## src/rtl/fnd_pkg.sv

```systemverilog
// Shared constants and types for the 4-digit multiplexed 7-segment display.
// Segment codes are active-low, bit order g,f,e,d,c,b,a.
package fnd_pkg;

    localparam logic [6:0] SEG_BLANK = 7'b1111111;

    localparam logic [6:0] SEG_LUT [0:9] = '{
        7'b1000000,  // 0
        7'b1111001,  // 1
        7'b0100100,  // 2
        7'b0110000,  // 3
        7'b0011001,  // 4
        7'b0010010,  // 5
        7'b0000010,  // 6
        7'b1111000,  // 7
        7'b0000000,  // 8
        7'b0010000   // 9
    };

    // All digit commons off (active-low commons)
    localparam logic [3:0] COM_OFF = 4'hF;

    // Digit position; DIG0 is the rightmost digit
    typedef enum logic [1:0] {
        DIG0 = 2'd0,
        DIG1 = 2'd1,
        DIG2 = 2'd2,
        DIG3 = 2'd3
    } dig_idx_t;

    // Decimal digit to segment pattern; non-decimal inputs show blank
    function automatic logic [6:0] seg_code(input logic [3:0] d);
        seg_code = SEG_BLANK;
        if (d <= 4'd9) begin
            seg_code = SEG_LUT[d];
        end
    endfunction

endpackage

```

## src/rtl/fnd_scan_4dig_bin2bcd_6.sv

```systemverilog
// bin2bcd_6: combinational 6-bit binary to two BCD digits (tens 0..6, ones 0..9).
module bin2bcd_6 (
    input  logic [5:0] bin_i,
    output logic [3:0] tens_o,
    output logic [3:0] ones_o
);

    // Constant-compare ladder; ones is formed in 4-bit modular arithmetic,
    // which is exact because the true remainder is always below 10.
    always_comb begin
        tens_o = '0;
        ones_o = bin_i[3:0];
        if (bin_i >= 6'd60) begin
            tens_o = 4'd6;
            ones_o = bin_i[3:0] - 4'(6'd60);
        end else if (bin_i >= 6'd50) begin
            tens_o = 4'd5;
            ones_o = bin_i[3:0] - 4'(6'd50);
        end else if (bin_i >= 6'd40) begin
            tens_o = 4'd4;
            ones_o = bin_i[3:0] - 4'(6'd40);
        end else if (bin_i >= 6'd30) begin
            tens_o = 4'd3;
            ones_o = bin_i[3:0] - 4'(6'd30);
        end else if (bin_i >= 6'd20) begin
            tens_o = 4'd2;
            ones_o = bin_i[3:0] - 4'(6'd20);
        end else if (bin_i >= 6'd10) begin
            tens_o = 4'd1;
            ones_o = bin_i[3:0] - 4'(6'd10);
        end
    end

endmodule

```

## src/rtl/fnd_scan_4dig.sv

```systemverilog
// fnd_scan_4dig: scans minutes/seconds onto a 4-digit common-anode display
// with per-digit blanking and a coherent per-frame snapshot of the values.
// Optional macro FND_LZB_EN: blank the leading (minutes tens) digit when zero.
module fnd_scan_4dig
    import fnd_pkg::*;
#(
    parameter int unsigned SCAN_DIV  = 50000,
    parameter int unsigned BLANK_CYC = 500
) (
    input  logic       rst,
    input  logic       clk,
    input  logic       en,
    input  logic [5:0] val_lo,
    input  logic [5:0] val_hi,
    input  logic       dp_in,
    output logic [7:0] seg_o,
    output logic [3:0] com_o
);

    localparam int unsigned PW = $clog2(SCAN_DIV);
    localparam logic [PW-1:0] PRESC_LAST = PW'(SCAN_DIV - 1);
    localparam logic [PW-1:0] PRESC_BLANK = PW'(BLANK_CYC);

    logic [PW-1:0] presc_q, presc_d;
    dig_idx_t      idx_q, idx_d;
    logic          en_q, en_d;
    logic [5:0]    sh_lo_q, sh_lo_d;
    logic [5:0]    sh_hi_q, sh_hi_d;
    logic [7:0]    seg_q, seg_d;
    logic [3:0]    com_q, com_d;

    logic          tick;
    logic          en_rise;
    logic [5:0]    sel_lo, sel_hi;
    logic [3:0]    lo_tens, lo_ones, hi_tens, hi_ones;

    assign tick    = (presc_q == PRESC_LAST);
    assign en_rise = en & ~en_q;

    // The first enabled cycle captures the live values; they feed the output
    // directly so the opening blank interval already carries the new digit.
    assign sel_lo = en_rise ? val_lo : sh_lo_q;
    assign sel_hi = en_rise ? val_hi : sh_hi_q;

    bin2bcd_6 u_bcd_lo (
        .bin_i  (sel_lo),
        .tens_o (lo_tens),
        .ones_o (lo_ones)
    );

    bin2bcd_6 u_bcd_hi (
        .bin_i  (sel_hi),
        .tens_o (hi_tens),
        .ones_o (hi_ones)
    );

    // State registers: prescaler, digit index, enable history, snapshot, outputs
    always_ff @(posedge clk or negedge rst) begin
        if (!rst) begin
            presc_q <= '0;
            idx_q   <= DIG0;
            en_q    <= 1'b0;
            sh_lo_q <= '0;
            sh_hi_q <= '0;
            seg_q   <= '1;
            com_q   <= COM_OFF;
        end else begin
            presc_q <= presc_d;
            idx_q   <= idx_d;
            en_q    <= en_d;
            sh_lo_q <= sh_lo_d;
            sh_hi_q <= sh_hi_d;
            seg_q   <= seg_d;
            com_q   <= com_d;
        end
    end

    // Scan sequencing: prescaler wrap advances the digit; snapshot per frame
    always_comb begin
        presc_d = presc_q;
        idx_d   = idx_q;
        en_d    = en;
        sh_lo_d = sh_lo_q;
        sh_hi_d = sh_hi_q;
        if (!en) begin
            presc_d = '0;
            idx_d   = DIG0;
        end else begin
            presc_d = tick ? '0 : presc_q + PW'(1);
            if (tick) begin
                case (idx_q)
                    DIG0: idx_d = DIG1;
                    DIG1: idx_d = DIG2;
                    DIG2: idx_d = DIG3;
                    DIG3: idx_d = DIG0;
                endcase
            end
            if ((tick && idx_q == DIG3) || en_rise) begin
                sh_lo_d = val_lo;
                sh_hi_d = val_hi;
            end
        end
    end

    // Next output pattern for the current digit slot, blanked at slot start
    always_comb begin
        seg_d = {1'b1, SEG_BLANK};
        com_d = COM_OFF;
        if (en) begin
            case (idx_q)
                DIG0: begin
                    seg_d[6:0] = seg_code(lo_ones);
                    com_d      = 4'b1110;
                end
                DIG1: begin
                    seg_d[6:0] = seg_code(lo_tens);
                    com_d      = 4'b1101;
                end
                DIG2: begin
                    seg_d[6:0] = seg_code(hi_ones);
                    seg_d[7]   = ~dp_in;
                    com_d      = 4'b1011;
                end
                DIG3: begin
`ifdef FND_LZB_EN
                    seg_d[6:0] = (hi_tens == 4'd0) ? SEG_BLANK : seg_code(hi_tens);
`else
                    seg_d[6:0] = seg_code(hi_tens);
`endif
                    com_d      = 4'b0111;
                end
            endcase
            if (presc_q < PRESC_BLANK) begin
                com_d = COM_OFF;
            end
        end
    end

    assign seg_o = seg_q;
    assign com_o = com_q;

endmodule

```

## config.mk

```make
export PLATFORM = sky130hd
export DESIGN_NAME = fnd_scan_4dig
export DESIGN_NICKNAME = d
export VERILOG_FILES = /design/src/rtl/fnd_pkg.sv /design/src/rtl/fnd_scan_4dig_bin2bcd_6.sv /design/src/rtl/fnd_scan_4dig.sv
export SDC_FILE = /design/constraint.sdc
export NUM_CORES = 1
export LEC_CHECK = 0
export BUFFER_PORTS_ARGS = -buffer_cell sky130_fd_sc_hd__buf_2
export CAP_MARGIN = 30
export CORE_UTILIZATION = 35
export DETAILED_ROUTE_END_ITERATION = 16
export HOLD_SLACK_MARGIN = 0.1
export PLACE_DENSITY = 0.48
export SYNTH_ARGS = -nofsm -noshare
export SYNTH_HDL_FRONTEND = slang
export SYNTH_SLANG_ARGS = --single-unit
```

## constraint.sdc

```tcl
create_clock -name clk -period 5.05 [get_ports clk]
set_input_delay 0.2525 -clock clk [delete_from_list [all_inputs] [get_ports clk]]
set_output_delay 0.2525 -clock clk [all_outputs]
set_load 0.01 [all_outputs]
```

==> results of run 1 <==
cell type report:
class                           count  area (sq um)  area share [%]
Multi-Input combinational cell    338          2570            60.8
Clock buffer                        5          68.8            1.63
Inverter                           27           101            2.39
Tap cell                          136           170            4.02
Clock inverter                      3          23.8           0.562
Sequential cell                    43          1090            25.8
Timing Repair Buffer               34           205            4.85
through the flow:
stage | instance area, sq um | hold slack, ns | setup WS [ns] | utilization [%] | cells
global placement | 4100 | 0.452 | 0.856 | 39.2 | 575
finish | 4230 | 0.197 | 0.784 | 40.5 | 586
detailed placement | 4120 | 0.171 | 0.731 | 39.4 | 576
global route | 4230 | 0.200 | 0.466 | 40.5 | 586
CTS | 4230 | 0.190 | 0.793 | 40.5 | 586
floorplan | 3830 | -0.0431 | 1.42 | - | 421
cell families after synthesis:
family | count (synthesis) | share of synthesized area (%)
fa+ha+maj | 45 | 14.7
xor+xnor | 18 | 4.11
compound gates | 94 | 19.2
flops | 43 | 28.5
buf+inv | 40 | 4.44
mux | 29 | 8.58
simple gates | 152 | 20.5
worst paths after layout:
check,startpoint,endpoint,slack [ns]
min in group asynchronous,rst,sh_lo_q[2],0.37
max,en_q,seg_o[3],0.78
max in group asynchronous,rst,seg_o[4],4.12
min reg2reg,presc_q[0],presc_q[0],0.47
min,val_lo[2],sh_lo_q[2],0.20
max reg2reg,en_q,seg_o[3],0.78
cells in the mapped netlist, types with 5 or more instances:
cell type	n	area, sq um
ha_1	45	563
nand2_1	42	158
nor2_1	35	131
dfrtp_1	31	776
inv_1	25	93.8
mux2_2	16	180
nand3_1	16	80.1
a21oi_1	14	70.1
o21ai_0	14	70.1
dfstp_2	12	315
mux2i_1	10	100
clkbuf_1	9	33.8
or3_1	9	56.3
xnor2_1	9	78.8
xor2_1	9	78.8
and3_1	7	43.8
nand2b_1	7	43.8
a211oi_1	5	37.5
a31oi_1	5	31.3
and2_1	5	31.3
o211ai_1	5	37.5
o31ai_1	5	37.5
power by group through the flow:
stage	combinational (mW)	clock [mW]	sequential, mW
6_report	0.623	0.234	0.418
4_1_cts	0.620	0.250	0.418
2_1_floorplan	0.456	0	0.431
3_5_place_dp	0.615	0	0.424
5_1_grt	0.697	0.261	0.423
3_3_place_gp	0.614	0	0.425
metal layers:
metal  share of wire, %  wire length (um)  vias up
met5                  0                 0        -
met4                1.2               110        0
met3                3.5               328        8
met2                 45              4180       58
met1                 50              4670     1487
li1                   -                 -     1580
state kept, by name (all words and copies together), names as in the netlist:
register  count
sh_hi_q       6
presc_q      16
idx_q         2
sh_lo_q       6
seg_o         8
en_q          1
com_o         4
critical path: stages (launching register included):
cell	delay, ns
dfrtp_1	0.45
nand2b_4	0.35
mux2i_4	0.33
inv_2	0.13
ha_1	0.27
and4b_1	0.20
or3_1	0.33
a32o_1	0.32
o221ai_2	0.35
xnor2_1	0.28
inv_1	0.15
ha_1	0.25
a21boi_0	0.14
a22o_1	0.23
a211oi_2	0.26
nand4b_1	0.14
repair_timing:
action | in CTS | in global routing
hold buffers | 2 | 0
endpoints found under the hold margin | 12 | 0
resized for setup | 0 | 0
==> results.toml, run 1 <==
[global_routing]
grt_pass1_vias = 3122
grt_usage_pct = 17.5
groute.layer.met3.usage_pct = 2.37
grt_pass1_wl_um = 16000
gr-total-overflow = 0
met1_usage_pct = 24.8
gr-max-usage-layer = "met2"
antenna_found_initial = 0
grt_max_degree = 33
gr-usage-met2_pct = 27.5

[final_layout]
syn_to_final_growth_pct = 10.4
final_common_cell = "ha_1"
n_fill_cell = 1080
final_cell_mix = "ha_1, nand2_1, nor2_1"
drive_gt1_share_pct = 18.2
layout.nets = 510
diodes = 0

[worst_setup_path]
critPathKind = "reg2reg"
cp.required_ns = 5.26
crit_path_end_kind = "flop"
reg2reg_depth = 15
cp_max_fo = 18
arrival_ns = 4.48
worst_setup_path_start_kind = "flop"

[pwr]
pwr-share-clk_pct = 18.3
vdd_drop_max_mv = 0.104
internal-power_mw = 0.740
pwr-share-comb_pct = 48.8
seq_power_share_pct = 32.8
cellLeakagePower_nw = 1.85
p_sw_share_pct = 41.9
pwr_density_cell_nw_per_um2 = 301
total_power_mw = 1.27
switchingPower_mw = 0.534

[routing]
num_vias = 3133
wl_per_cell_um = 15.9
drc = 0
drt_iter0_drc = 118
drt_pass1_iterations = 4
ant_nets = 0
routed_wl_um = 9290
viasPerCell = 5.35

[floorplanning]
die_y_um = 107
die-area_sq_um = 11400
die_w_um = 107
core_sq_um = 10500
std_cell_rows = 37
pin_count = 28
initial_utilization_pct = 36.6

[timing]
slew_viol_final = 0
tns_ns = 0
hold_viol = 0
rsz0062_at_grt = "false"
layout_min_cycle_time_ns = 4.27
slew_headroom_pct = 49.8
max_freq_mhz = 234
finalClockSkew_ns = 0.00844
post-route-period-util_pct = 84.5
setup_viol = 0
tightest_slew_ns = 0.753

[logic_synthesis]
ys_seq_area_share_pct = 28.5
syn_nets = 482
synth_top_flop_cell = "dfrtp_1"
ys_async_sr_fraction_pct = 100
synthDistinctLibCells = 70
synthCells = 421
synth_seq_cells = 43
synth.cell_area_sq_um = 3830
synth_edf_count = 0
yosys_warnings = 0
syn_area_per_cell_sq_um = 9.11

[clocking]
clk_latency_ns = 0.30
clkTransAtPathRegs_ns = 0.10
htreeDepth = 2
cts_tree = "done"
clock-sinks = 43
post_cts_buffers = 0
cts_buffer_depth = 2
cts_made_buffers = 5
root_buffer = "clkbuf_8"

[min_path]
hold_path.class = "in2reg"
hold_path_depth = 2

[run]
drv_cap = 0

[placed_design]
port_buffers = 27
gp_congestion = 0.815
hpwlAfterDp_um = 7080

[outcome]
status = "finished clean"
(Power assumes the default switching activity.)
==> run 2: changes to the inputs <==
--- a/config.mk
+++ b/config.mk
@@ -10,7 +10,7 @@
 export CORE_UTILIZATION = 35
 export DETAILED_ROUTE_END_ITERATION = 16
 export HOLD_SLACK_MARGIN = 0.1
-export PLACE_DENSITY = 0.48
+export PLACE_DENSITY = 0.5
 export SYNTH_ARGS = -nofsm -noshare
 export SYNTH_HDL_FRONTEND = slang
 export SYNTH_SLANG_ARGS = --single-unit
==> constraint.sdc (replaced) <==
create_clock -name clk -period 3.5 [get_ports clk]
set_input_delay 0.175 -clock clk [delete_from_list [all_inputs] [get_ports clk]]
set_output_delay 0.175 -clock clk [all_outputs]
set_load 0.01 [all_outputs]
==> run 2 against run 1 <==
Effect of this change: register-to-register slack lost 0.66 ns; flip-flop and latch count is the same; clock skew is essentially flat; total power grew 79%; hold slack got worse by 0.054 ns; combinational power grew 93%; global-route usage up 0.64 points; critical endpoint unchanged; highest routed layer unchanged.
==> results.toml, run 2 (synthesis gave the netlist of run 1 again) <==
[worst_setup_path]
worst_setup_path_start_kind = "flop"
path_cells = "nand2b_4 -> mux2i_4 -> inv_2 -> ha_4 -> and4b_1 -> or3_4 -> a32o_2 -> o221ai_4 -> xnor2_2 -> inv_2 -> ha_4 -> a21boi_0 -> a22o_1 -> a211oi_2 -> nand4b_1"
cp_max_fo = 7
critPathKind = "reg2reg"
cpMaxStageDelayCell = "dfrtp_1"
crit_path_end_kind = "flop"
crit_family = "compound AO/OA/AOI/OAI gates"
reg2reg_slack_ns = 0.13
crit_buf_inv = 2
cpPeakStageDelay_ns = 0.42
arrival_ns = 3.59
cp.required_ns = 3.72
reg2reg_depth = 15
reg2reg_from = "en_q"
reg2reg_to = "seg_o[3]"

[clocking]
clock-sinks = 43
clkTransAtPathRegs_ns = 0.09
clk_latency_ns = 0.30
htreeDepth = 2
cts_buffer_depth = 2
root_buffer = "clkbuf_8"
cts_tree = "done"
cts_made_buffers = 5

[routing]
ant_nets = 0
num_vias = 3402
drt_iter0_drc = 143
viasPerCell = 5.36
drt_pass1_iterations = 4
routed_wl_um = 9890
wl_per_cell_um = 15.6
drc = 0

[min_path]
hold_path_depth = 2
hold_path.class = "in2reg"
holdPathEnd = "sh_lo_q[1]"
hp-start = "val_lo[1]"

[final_layout]
diodes = 0
top_register = "presc_q"
syn_to_final_growth_pct = 26.6
final_common_cell = "buf_4"
final_cell_mix = "buf_4, nand2_1, ha_1"
largest_register_ffs = 16
layout.nets = 559
final_area_sq_um = 4850
drive_gt1_share_pct = 32.9

[timing]
setup_viol = 0
post-route-period-util_pct = 96.4
slew_headroom_pct = 61.7
holdWs_ns = 0.143
finalClockSkew_ns = 0.00822
slew_viol_final = 0
tightest_slew_ns = 0.575
max_freq_mhz = 296
hold_viol = 0
layout_min_cycle_time_ns = 3.37
rsz0062_at_grt = "true"

[global_routing]
grt_max_degree = 34
gr-total-overflow = 0
grt_usage_pct = 18.1
grt_pass1_wl_um = 16600
grt_pass1_vias = 3448
antenna_found_initial = 0

[placed_design]
port_buffers = 27
placed_cell_area_sq_um = 4410
hpwlAfterDp_um = 7440
gp_congestion = 0.865

[pwr]
cellLeakagePower_nw = 2.13
pwr_density_cell_nw_per_um2 = 470
vdd_drop_max_mv = 0.263

[floorplanning]
pin_count = 28
core_sq_um = 10500
std_cell_rows = 37
die_w_um = 107
initial_utilization_pct = 36.6
die_y_um = 107
die-area_sq_um = 11400

[run]
drv_cap = 0

[outcome]
status = "finished clean"
==> run 2: metal layers <==
metal / global-route usage, % / wire length (um) / up-vias
met4: 7.05 / 188 / 0
met5: 0 / 0 / -
met3: 2.55 / 272 / 14
li1: - / - / 1675
met2: 30.5 / 4740 / 71
met1: 23.4 / 4690 / 1642
==> run 2: final cells by class <==
| type | count | area (sq um) |
|---|---|---|
| fillers | 1028 | 5610 |
| inverters | 27 | 104 |
| repair buffers | 83 | 579 |
| well taps | 136 | 170 |
| multi-input cells | 338 | 2780 |
| clock inverters | 2 | 60.1 |
| flip-flops and latches | 43 | 1090 |
| clock buffers | 6 | 72.6 |
==> run 2: what timing repair did <==
| action | CTS | global route |
|---|---|---|
| pin swaps | 0 | 18 |
| endpoints found under the hold margin | 33 | 0 |
| setup endpoints to repair | 4 | 7 |
| hold buffers | 3 | 0 |
| buffers inserted | 4 | 9 |
| resized for setup | 2 | 43 |
==> run 2: worst max path at each step <==
stage | depth (start not counted) | start | slack, ns | end
5_1_grt | 16 | en_q | -0.04 | seg_o[4]
6_report | 15 | en_q | 0.13 | seg_o[3]
2_1_floorplan | 17 | en_q | -0.002 | seg_o[3]
4_1_cts | 14 | en_q | 0.007 | seg_o[3]
3_3_place_gp | 14 | en_q | 0.01 | seg_o[4]
3_5_place_dp | 15 | en_q | -0.12 | seg_o[4]
==> run 2: per-stage QoR <==
stage	total power [mW]	worst slack [ns]	setup TNS (ns)	std cells	util (%)
3_5_place_dp	1.64	-0.121	-0.356	611	42.1
3_3_place_gp	1.64	0.0109	0	610	41.9
6_report	2.28	0.126	0	635	46.4
2_1_floorplan	1.29	-0.00224	-0.00224	421	-
4_1_cts	2.13	0.00661	0	626	44.0
5_1_grt	2.44	-0.0390	-0.0458	635	46.4
==> run 2: report_power, final <==
part / internal (mW) / switching [mW] / total [mW]
logic: 0.556 / 0.646 / 1.20
clock network: 0.286 / 0.185 / 0.471
registers: 0.570 / 0.0349 / 0.605
==> run 3: changes to the inputs <==
--- a/config.mk
+++ b/config.mk
@@ -5,7 +5,7 @@
 export SDC_FILE = /design/constraint.sdc
 export NUM_CORES = 1
 export LEC_CHECK = 0
-export BUFFER_PORTS_ARGS = -buffer_cell sky130_fd_sc_hd__buf_2
+export BUFFER_PORTS_ARGS = -buffer_cell sky130_fd_sc_hd__clkbuf_2
 export CAP_MARGIN = 30
 export CORE_UTILIZATION = 35
 export DETAILED_ROUTE_END_ITERATION = 16
==> run 3 against run 2 <==
Effect of this change: non-clock buffer count fell by 15; combinational power is 12% lower; sequential power about the same; global-route usage is 0.49 points lower; clock skew shrank 0.0012 ns; worst setup slack got worse by 0.034 ns; sequential share of layout area grew 1.2 points; core utilization fell by 2.4 points; count of clock-buffer cells in the layout fell by 1; hold slack lost 0.015 ns; die area is the same; via count decreased by 3.5%; critical endpoint is now seg_o[6]; largest power group unchanged; highest routed layer unchanged.
==> results.toml, run 3 (synthesis gave the netlist of run 1 again) <==
[outcome]
status = "finished clean"

[placed_design]
gp_congestion = 0.861
port_buffers = 27
hpwlAfterDp_um = 7200
place_inst = 604
dp_worst_setup_slack_ns = -0.0551

[worst_setup_path]
worst_setup_path_start_kind = "flop"
critPathKind = "reg2reg"
reg2reg_depth = 13
reg2reg_slack_ns = 0.09
reg2reg_to = "seg_o[6]"
crit_path_end_kind = "flop"
cp.required_ns = 3.74
arrival_ns = 3.65
reg2reg_from = "en_q"
cp_max_fo = 10

[clocking]
cts_buffer_depth = 2
root_buffer = "clkbuf_8"
cts_tree = "done"
cts_made_buffers = 5
clk_latency_ns = 0.31
clkTransAtPathRegs_ns = 0.10
clock-sinks = 43
htreeDepth = 2

[timing]
max_freq_mhz = 293
post-route-period-util_pct = 97.4
slew_viol_final = 0
tightest_slew_ns = 0.584
layout_min_cycle_time_ns = 3.41
fin_ws_ns = 0.0926
finalClockSkew_ns = 0.00704
rsz0062_at_grt = "true"
tns_ns = 0
hold_viol = 0
slew_headroom_pct = 61.1
setup_viol = 0

[floorplanning]
pin_count = 28
die_w_um = 107
core_sq_um = 10500
std_cell_rows = 37
die_y_um = 107
die-area_sq_um = 11400
initial_utilization_pct = 36.6

[final_layout]
seqCellArea_sq_um = 1090
multi_input_area_sq_um = 2700
top_register = "presc_q"
largest_register_ffs = 16
syn_to_final_growth_pct = 20.1
n_fill_cell = 1070
diodes = 0
layout.nets = 544
final_cell_mix = "nand2_1, ha_1, buf_4"
stdcell_count = 620
drive_gt1_share_pct = 29.3

[routing]
wl_per_cell_um = 15.3
num_vias = 3282
drc = 0
ant_nets = 0
routed_wl_um = 9460
viasPerCell = 5.29
drt_pass1_iterations = 6
drt_iter0_drc = 134

[min_path]
hold_path.class = "in2reg"
hold_path_depth = 2
holdPathEnd = "sh_lo_q[0]"
hp-start = "val_lo[0]"

[pwr]
pwr_density_cell_nw_per_um2 = 437
cellLeakagePower_nw = 2.05
vdd_drop_max_mv = 0.158

[global_routing]
gr-usage-met2_pct = 29.8
gr-total-overflow = 0
gr-max-usage-layer = "met2"
met1_usage_pct = 23.6
grt_pass1_wl_um = 16100
antenna_found_initial = 0
grt_max_degree = 34
grt_usage_pct = 17.6
grt_pass1_vias = 3278
groute.layer.met3.usage_pct = 2.19

[run]
drv_cap = 0
[run 3: routing by layer]
metal | routed length [um] | up-vias
li1 | - | 1653
met1 | 4590 | 1564
met2 | 4510 | 55
met3 | 231 | 10
met4 | 126 | 0
met5 | 0 | -
[run 3: worst max path at each step]
stage | startpoint | to | slack, ns
detailed placement | en_q | seg_o[4] | -0.06
floorplan | en_q | seg_o[3] | -0.002
global route | en_q | seg_o[6] | -0.04
CTS | en_q | seg_o[4] | 0.01
finish | en_q | seg_o[6] | 0.09
global placement | en_q | seg_o[6] | 0.03
[run 3: layout make-up]
type / count / area share, %
Clock buffer: 5 / 1.49
Inverter: 27 / 2.20
Tap cell: 136 / 3.70
Multi-Input combinational cell: 338 / 58.7
Clock inverter: 3 / 0.381
Sequential cell: 43 / 23.7
Timing Repair Buffer: 68 / 9.79
[run 3: repair_timing]
item | CTS | global route
setup buffers | 2 | 3
gates resized for setup | 2 | 30
endpoints found under the hold margin | 12 | 0
endpoints found under the setup margin | 6 | 7
hold buffers | 3 | 0
pin swaps | 0 | 10
[run 3: power by group]
| group | internal (mW) | switching (mW) | total, mW |
|---|---|---|---|
| Combinational | 0.472 | 0.593 | 1.06 |
| Sequential | 0.570 | 0.0337 | 0.604 |
| Clock | 0.141 | 0.203 | 0.344 |
| Total | 1.18 | 0.829 | 2.01 |
[run 3: worst max-delay path, stage by stage (launching register included)]
cell,delay (ns)
dfrtp_2,0.42
nand2b_4,0.18
mux2i_4,0.25
inv_2,0.06
ha_2,0.20
and4b_1,0.18
or3_1,0.35
a32o_2,0.28
buf_4,0.15
a311o_1,0.33
and2_1,0.26
o31ai_1,0.38
a31oi_1,0.11
o32a_1,0.19
[run 3: through the flow]
stage / util (%) / area [sq um] / hold WS (ns) / total power, mW
final: 44.0 / 4600 / 0.128 / 2.01
after global routing: 44.0 / 4600 / 0.127 / 2.17
after CTS: 42.8 / 4480 / 0.113 / 1.97
after detailed placement: 41.5 / 4340 / 0.0838 / 1.60
after global placement: 41.5 / 4340 / 0.0780 / 1.61
after floorplan: - / 3860 / -0.121 / 1.29
